==> src/rtl/mtm_alu_pkg.sv <==
// Shared types and helpers for the mtm_Alu serial front-end: opcodes, packet
// fields, error flags and the CRC4 used to protect each command frame.
package mtm_alu_pkg;

  typedef enum logic [2:0] {
    OP_AND = 3'b000,
    OP_OR  = 3'b001,
    OP_ADD = 3'b100,
    OP_SUB = 3'b101
  } operation_t;

  typedef enum logic {
    PKT_DATA = 1'b0,
    PKT_CMD  = 1'b1
  } pkt_type_t;

  typedef struct packed {
    pkt_type_t  ptype;
    logic [7:0] payload;
  } packet_t;

  // Ordered so the packed value reads {ERR_DATA, ERR_CRC, ERR_OP}.
  typedef struct packed {
    logic data;
    logic crc;
    logic op;
  } err_flags_t;

  localparam err_flags_t ERR_NONE = err_flags_t'(3'b000);
  localparam err_flags_t ERR_DATA = err_flags_t'(3'b100);
  localparam err_flags_t ERR_CRC  = err_flags_t'(3'b010);
  localparam err_flags_t ERR_OP   = err_flags_t'(3'b001);

  typedef enum logic [2:0] {
    RX_WAIT_HIGH,
    RX_IDLE,
    RX_TYPE,
    RX_PAYLOAD,
    RX_STOP
  } rx_state_t;

  // Poly x^4+x+1, init 0, message bits consumed MSB first.
  function automatic logic [3:0] calc_crc4(input logic [67:0] data);
    logic [3:0] crc;
    logic       fb;
    crc = '0;
    for (int i = 67; i >= 0; i--) begin
      fb  = crc[3] ^ data[i];
      crc = {crc[2:0], 1'b0} ^ {2'b00, fb, fb};
    end
    return crc;
  endfunction

  function automatic logic op_is_legal(input logic [2:0] op);
    case (op)
      OP_AND, OP_OR, OP_ADD, OP_SUB: op_is_legal = 1'b1;
      default:                       op_is_legal = 1'b0;
    endcase
  endfunction

endpackage

==> src/rtl/mtm_alu_packet_rx.sv <==
// Bit-level receiver: frames 11-bit packets (start, type, 8 payload bits, stop)
// from sin and reports each one with a single-cycle pulse.
module mtm_alu_packet_rx
  import mtm_alu_pkg::*;
(
  input  logic       clk,
  input  logic       rst,
  input  logic       sin,
  output logic       pkt_valid,
  output pkt_type_t  pkt_type,
  output logic [7:0] pkt_payload,
  output logic       frame_err
);

  rx_state_t  state, state_nxt;
  logic [2:0] bit_cnt;

  // NOTE: sequential state uses non-blocking assignments only, so every flop
  // samples pre-edge values regardless of block ordering.
  always_ff @(posedge clk) begin
    if (rst) begin
      state       <= RX_WAIT_HIGH;
      bit_cnt     <= '0;
      pkt_type    <= PKT_DATA;
      pkt_payload <= '0;
    end else begin
      state <= state_nxt;
      if (state == RX_TYPE) begin
        pkt_type <= pkt_type_t'(sin);
        bit_cnt  <= 3'd7;
      end
      if (state == RX_PAYLOAD) begin
        pkt_payload <= {pkt_payload[6:0], sin};
        bit_cnt     <= bit_cnt - 3'd1;
      end
    end
  end

  // NOTE: next-state defaults to the current state before the case so no path
  // leaves it unassigned and no latch is inferred.
  always_comb begin
    state_nxt = state;
    case (state)
      RX_WAIT_HIGH: if (sin)  state_nxt = RX_IDLE;
      RX_IDLE:      if (!sin) state_nxt = RX_TYPE;
      RX_TYPE:                state_nxt = RX_PAYLOAD;
      RX_PAYLOAD:   if (bit_cnt == 3'd0) state_nxt = RX_STOP;
      // A low stop bit means we lost alignment; resync on the next idle high.
      RX_STOP:      state_nxt = sin ? RX_IDLE : RX_WAIT_HIGH;
      default:      state_nxt = RX_WAIT_HIGH;
    endcase
  end

  assign pkt_valid = (state == RX_STOP) &&  sin;
  assign frame_err = (state == RX_STOP) && !sin;

endmodule

==> src/rtl/mtm_alu_deserializer.sv <==
// Serial input front-end of mtm_Alu: assembles B/A operands and opcode from a
// packet stream, validates the frame and offers one command per frame.
module mtm_alu_deserializer
  import mtm_alu_pkg::*;
#(
  parameter int N_DATA = 8
) (
  input  logic        clk,
  input  logic        rst,
  input  logic        sin,
  output logic        out_valid,
  input  logic        out_ready,
  output logic [31:0] out_a,
  output logic [31:0] out_b,
  output logic [2:0]  out_op,
  output logic [2:0]  out_err,
  output logic        overrun
);

  localparam int CNT_W = $clog2(N_DATA + 2);
  localparam logic [CNT_W-1:0] CNT_FULL = CNT_W'(N_DATA);
  localparam logic [CNT_W-1:0] CNT_SAT  = CNT_W'(N_DATA + 1);

  logic       pkt_valid, frame_err;
  pkt_type_t  pkt_type;
  logic [7:0] pkt_payload;

  mtm_alu_packet_rx u_rx (
    .clk         (clk),
    .rst         (rst),
    .sin         (sin),
    .pkt_valid   (pkt_valid),
    .pkt_type    (pkt_type),
    .pkt_payload (pkt_payload),
    .frame_err   (frame_err)
  );

  logic [63:0]      operands;   // {B, A} once N_DATA bytes have arrived
  logic [CNT_W-1:0] data_cnt;

  logic       data_done, cmd_done, load, drop;
  logic [2:0] cmd_op;
  logic [3:0] cmd_crc;
  err_flags_t err;

  assign data_done = pkt_valid && (pkt_type == PKT_DATA);
  assign cmd_done  = pkt_valid && (pkt_type == PKT_CMD);
  assign cmd_op    = pkt_payload[6:4];
  assign cmd_crc   = pkt_payload[3:0];

  // Checks are prioritised: a short/long frame masks CRC, a bad CRC masks op.
  always_comb begin
    err = ERR_NONE;
    if (data_cnt != CNT_FULL)
      err = ERR_DATA;
    else if (calc_crc4({operands, 1'b1, cmd_op}) != cmd_crc)
      err = ERR_CRC;
    else if (!op_is_legal(cmd_op))
      err = ERR_OP;
  end

  // A new result may land in the same cycle the held one is accepted.
  assign load = cmd_done && (!out_valid || out_ready);
  assign drop = cmd_done &&   out_valid && !out_ready;

  always_ff @(posedge clk) begin
    if (rst) begin
      operands  <= '0;
      data_cnt  <= '0;
      out_valid <= 1'b0;
      out_a     <= '0;
      out_b     <= '0;
      out_op    <= '0;
      out_err   <= '0;
      overrun   <= 1'b0;
    end else begin
      if (cmd_done || frame_err)
        data_cnt <= '0;
      else if (data_done && data_cnt != CNT_SAT)
        data_cnt <= data_cnt + 1'b1;

      if (data_done)
        operands <= {operands[55:0], pkt_payload};

      overrun <= drop;

      if (load) begin
        out_valid <= 1'b1;
        out_b     <= operands[63:32];
        out_a     <= operands[31:0];
        out_op    <= cmd_op;
        out_err   <= err;
      end else if (out_ready) begin
        out_valid <= 1'b0;
      end
    end
  end

endmodule

==> config.mk <==
export PLATFORM = sky130hd
export DESIGN_NAME = mtm_alu_deserializer
export DESIGN_NICKNAME = d
export VERILOG_FILES = /design/src/rtl/mtm_alu_pkg.sv /design/src/rtl/mtm_alu_packet_rx.sv /design/src/rtl/mtm_alu_deserializer.sv
export SDC_FILE = /design/constraint.sdc
export NUM_CORES = 1
export LEC_CHECK = 0
export ABC_AREA = 1
export ABC_CLOCK_PERIOD_IN_PS = 6200
export CORE_MARGIN = 5
export CORE_UTILIZATION = 47
export DETAILED_ROUTE_END_ITERATION = 10
export HOLD_SLACK_MARGIN = 0.05
export PLACE_DENSITY = 0.67
export RECOVER_POWER = 25
export SLEW_MARGIN = 0
export SYNTH_ARGS = -nofsm -noshare
export SYNTH_HDL_FRONTEND = slang
export SYNTH_SLANG_ARGS = --single-unit
==> constraint.sdc <==
create_clock -name clk -period 6.2 [get_ports clk]
set_clock_uncertainty 0.15 [all_clocks]
set_input_delay 1.86 -clock clk [delete_from_list [all_inputs] [get_ports clk]]
set_output_delay 1.86 -clock clk [all_outputs]
set_load 0.1 [all_outputs]
Word level (Yosys, flattened, before mapping):

Cells that the tools add are included.

* bitwise gates (word level): 134
* muxes and demuxes: 15
* reductions and logical operators: 21
* equal/unequal tests: 13
* $add $sub $neg: 2

Operators by type and width (number)
* XOR 4 x 2 -> 4 bit: 66
* XOR 1 bit: 64
* 2-to-1 mux 3 bit: 7
* one-hot mux 3 bit (5 select lines): 1
* == test 3 bit, second input constant: 3
* zero test 3 bit: 3
* logical AND 1 bit: 8
* inequality test 4 bit, second input constant: 2
* 2-to-1 mux 1 bit: 7
* == test 3 x 1 -> 1 bit, second input constant: 2
* == test 3 x 2 -> 1 bit, second input constant: 2
* inequality test 2 bit, second input constant: 3
* adder 4 x 1 -> 4 bit, second input constant: 1
* inequality test 4 bit: 1
* nonzero test 2 bit: 2
* OR reduction 4 bit: 1
* zero test 1 bit: 3
* AND reduction 3 bit: 1
* subtractor 3 x 1 -> 3 bit, second input constant: 1
* XOR 3 x 2 -> 3 bit: 1
* logical OR 1 bit: 2
* NOT 1 bit: 2
* OR reduction 2 bit: 1
* XOR 1 bit, first input constant: 1

* output and inout bits: 72
* flip-flop bits (word level): 155
* input port bits: 4

Depth between registers and ports, before layout:

* depth after elaboration: 138
* gate-level depth with buffers: 70
* mapped depth without buffers: 70

Cells and area by module:

A second synthesis with hierarchy kept.

* cells, all modules: 1230
* area total of the unflattened synthesis: 8140.3 µm²

Modules (own cells, without submodules)
* mtm_alu_deserializer: area each 7487.2 µm², cells each 1142, times used 1
* mtm_alu_packet_rx: area each 653.1 µm², cells each 88, times used 1

Worst setup path after synthesis:

OpenSTA, ideal clock, no wires.

* path kind: reg2reg
* start: register operands[63]
* end: register out_err[1]
* setup slack: 1.064 ns
* stages on the path, launching flop included: 64
* data required time: 5.921 ns
* buffers on the path: 0
* library setup time: 0.129 ns
* data arrival time: 4.858 ns
* cells stage by stage: dfxtp_1 > inv_2 > nand2_2 > nand2_2 > nand3_1 > nand2_2 > nand2_2 > nand2_1 > nand2_2 > nand2_2 > nand2_1 > nand2_1 > nand2_1 > nand2_2 > inv_1 > nand3_2 > nand3_1 > nand2_1 > [... 28 more ...] > nand2_1 > nand2_1 > nand2_2 > nand2_1 > nand2_1 > nand2_1 > nand2_1 > nand3_1 > nand2_2 > nand2_1 > nand3b_1 > nand2_1 > nand2_1 > nand2_1 > nor2_2 > nand3_1 > nand2_1 > a21oi_1

* cells in the longest elaborated chain, start to end: 92
* elaborated cells between the ends (all ways): 134

RTL lines
* from (decl): line mtm_alu_deserializer.sv:38 `logic [63:0] operands;`
* from (signal assigned): line mtm_alu_deserializer.sv:83 `operands <= {operands[55:0], pkt_payload};`
* XOR 3 x 2 -> 3 bit (*): line mtm_alu_pkg.sv:49 `crc = {crc[2:0], 1'b0} ^ {2'b00, fb, fb};`
* XOR 4 x 2 -> 4 bit (*): line mtm_alu_pkg.sv:49
* XOR 1 bit / XOR 4 x 2 -> 4 bit (equally long branches): line mtm_alu_pkg.sv:48, mtm_alu_pkg.sv:49
* XOR 4 x 2 -> 4 bit (*) (3 in a row): line mtm_alu_pkg.sv:49
* XOR 1 bit / XOR 4 x 2 -> 4 bit (equally long branches): line mtm_alu_pkg.sv:48, mtm_alu_pkg.sv:49
* XOR 4 x 2 -> 4 bit (*) (3 in a row): line mtm_alu_pkg.sv:49
* XOR 1 bit / XOR 4 x 2 -> 4 bit (equally long branches): line mtm_alu_pkg.sv:48, mtm_alu_pkg.sv:49
* XOR 4 x 2 -> 4 bit (*) (3 in a row): line mtm_alu_pkg.sv:49
* [... 65 more ...]
* XOR 4 x 2 -> 4 bit (*) (3 in a row): line mtm_alu_pkg.sv:49
* XOR 1 bit / XOR 4 x 2 -> 4 bit (equally long branches): line mtm_alu_pkg.sv:48, mtm_alu_pkg.sv:49
* XOR 4 x 2 -> 4 bit (*) (4 in a row): line mtm_alu_pkg.sv:49
* XOR 1 bit / XOR 4 x 2 -> 4 bit (equally long branches): line mtm_alu_pkg.sv:48, mtm_alu_pkg.sv:49
* XOR 4 x 2 -> 4 bit (*): line mtm_alu_pkg.sv:49
* inequality test 4 bit (*): line mtm_alu_deserializer.sv:56 `else if (calc_crc4({operands, 1'b1, cmd_op}) != cmd_crc)`
* 2-to-1 mux 3 bit (*): line mtm_alu_deserializer.sv:56
* 2-to-1 mux 3 bit (*): line mtm_alu_deserializer.sv:54 `if (data_cnt != CNT_FULL)`
* to (signal assigned): line mtm_alu_deserializer.sv:92 `out_err <= err;`
* to (decl): line mtm_alu_deserializer.sv:16 `output logic [2:0] out_err,`

Every way passes the cells marked *; elsewhere a longest branch is shown, timed or not.
A chain may end at the register's enable or synchronous reset.

Final worst setup path:

Same ends and word-level chain as after synthesis.

==> impl_results.md <==
* Post-synth ARST share at 0%
* Routed wire length at 21000 um
* CTS tree: done
* Initial Util at 48.2%
* Most frequent cell on the critical path: nand2_4
* Pin count of the biggest net entering global routing at 88
* Global-route wire length before repair at 34000 um
* Max FO, Critical Path at 6
* Worst skew pair latency at 0.43 ns
* Minimum clock period at 5.90 ns
* Area of the multi-input gates at 5100 sq um
* Final slew viol count at 74
* HP Class: reg2reg
* Vias at 7847
* Synth cell types at 27
* Final period util at 95.1%
* Port Buffers at 75
* Vias per cell at 5.21
* Finish-stage setup viols at 0
* FMAX at 0.170 GHz
* Fillers at 1578
* Nets at 1279
* Core region area at 17400 sq um
* Commonest non-fill, non-tap cell in the layout: nand2_1
* H-tree levels at 4
* DRC Markers at 0
* Clk slew on worst S/H paths at 0.06 ns
* Die Ht at 143 um
* Netlist Area Pre-Place at 8370 sq um
* FF+latch area at 3120 sq um
* Relative slew slack at -67.0%
* Top-Level Pins at 76
* Max cap viols at 1
* Most frequent cells in the layout: nand2_1, dfxtp_1, o21ai_0, a21oi_1, nand2_2
* Synthesized flop and latch total at 155
* DP Cell Count at 1474
* Routed wire per std cell at 13.9 um
* Std cell rows at 48
* Share of the synthesized area in the top cell type at 37.1%
* Setup TNS at 0 ns
* Syn Area/Cell at 6.89 sq um
* Number of synthesized flops with an enable pin at 0
* CP Data Required Time at 6.34 ns
* Die Area at 20600 sq um
* Syn nets at 1223
* Antenna Nets Post-Route at 0
* Inserted Clock Buffers at 17
* Initial DRC Count at 386
* HPWL after detailed placement at 14700 um
* Clk sinks at 155
* Inserted Diodes at 0
* GR Overflow Total at 0
* RePlAce Congestion at 0.881
* Synth warn at 0
* Worst hold slack at 0.302 ns
* Clock tree buffer depth at 2
* Number of global-route vias before repair at 7034
* Slowest cell delay on critical path at 0.37 ns
* Synth area leader: dfxtp_1
* Setup ws final at 0.305 ns
* Syn Inst Count at 1214
* Worst-Margin Slew at 2.51 ns
* Unrepaired setup endpoints after global routing: true
* Status: finished, violations left
* Synth top area cells: dfxtp_1, nand2_1, nand3_1, o21ai_0, a21oi_1
* Die span in x at 143 um
* Failing checks: max-capacitance violations, max-slew violations
* GR Util All Layers at 20.1%
* 1st-pass router iterations at 5
* Setup Crit Path Kind: reg2reg
* CTS root buf: clkbuf_16
* Initial antenna violation count at 0
* Primary FF master, synth: dfxtp_1
* Crit end category: register
* Final Non-Filler Cells at 1505
* Layout cells sized above 1 at 24.2%
* Area growth syn-to-layout at 24.6%
* Arrival @ worst endpoint at 6.04 ns
* Sequential fraction of the synthesis area at 37.1%
* Slowest CP cell: dfxtp_4
* Startpoint class of the critical path: register
* Final hold violations at 0
* Dpl ws at 0.303 ns
==> state kept, by name, indices dropped and copies added (netlist names) <==
register	count
overrun	1
data_cnt	4
out_a	32
out_valid	1
operands	64
u_rx.pkt_type	1
u_rx.pkt_payload	8
out_b	32
u_rx.state	3
out_err	3
u_rx.bit_cnt	3
out_op	3
==> worst max-delay path, delay by kind of cell (launching register included) <==
kind | cells | cell delay, ns
simple gates | 58 | 4.81
flops | 1 | 0.37
buf+inv | 7 | 0.37
compound gates | 1 | 0.05
==> layout make-up <==
class	count	share of cell area, %
tap	225	2.70
timing repair buffer	81	7.71
clock buffer	18	4.12
clock inverter	11	1.66
sequential	155	29.9
multi-input combinational	879	48.9
inverter	136	5.00
==> routing by layer <==
layer,global-route usage (%),vias up,part of all wire [%]
met1,28.2,3591,49
met4,6.05,0,1.6
met3,3.76,25,3.2
met2,31.7,122,47
met5,0,-,0
li1,-,4109,-
==> logic make-up after synthesis <==
kind of cell	after synthesis	synth area share, %
simple gates	577	35.9
xor+xnor	7	0.732
flops	155	37.1
compound gates	290	17.4
fa+ha+maj	5	0.747
buf+inv	180	8.16
==> worst paths after layout <==
| path | start | endpoint | slack [ns] | cells after the start |
|---|---|---|---|---|
| max | operands[63] | out_err[1] | 0.30 | 66 |
| min | u_rx.bit_cnt[0] | u_rx.bit_cnt[0] | 0.30 | 1 |
| max reg2reg | operands[63] | out_err[1] | 0.30 | 66 |
| min reg2reg | u_rx.bit_cnt[0] | u_rx.bit_cnt[0] | 0.30 | 1 |
==> per-stage QoR <==
step | util, % | area (sq um)
finish | 60.1 | 10400
CTS | 57.0 | 9890
floorplan | - | 8370
detailed placement | 53.5 | 9290
global placement | 53.5 | 9290
global route | 60.1 | 10400
==> synthesized netlist by cell type, types with 4 or more instances <==
cell type,count
nand2_1,234
dfxtp_1,155
nand3_1,145
o21ai_0,145
a21oi_1,143
inv_1,113
nand2_2,101
clkbuf_1,40
nor2_1,31
nand2_4,23
inv_2,22
nand3_2,22
nor2_2,6
ha_1,5
nand3b_1,4
xor2_1,4
==> what timing repair did <==
action,4_1_cts,5_1_grt
buffers inserted,0,2
resized for setup,0,133
endpoints found under the setup margin,0,2
hold buffers,0,0
Power is not shown: default switching activity piles up to over one toggle a cycle in this logic, so the estimate is an artifact.
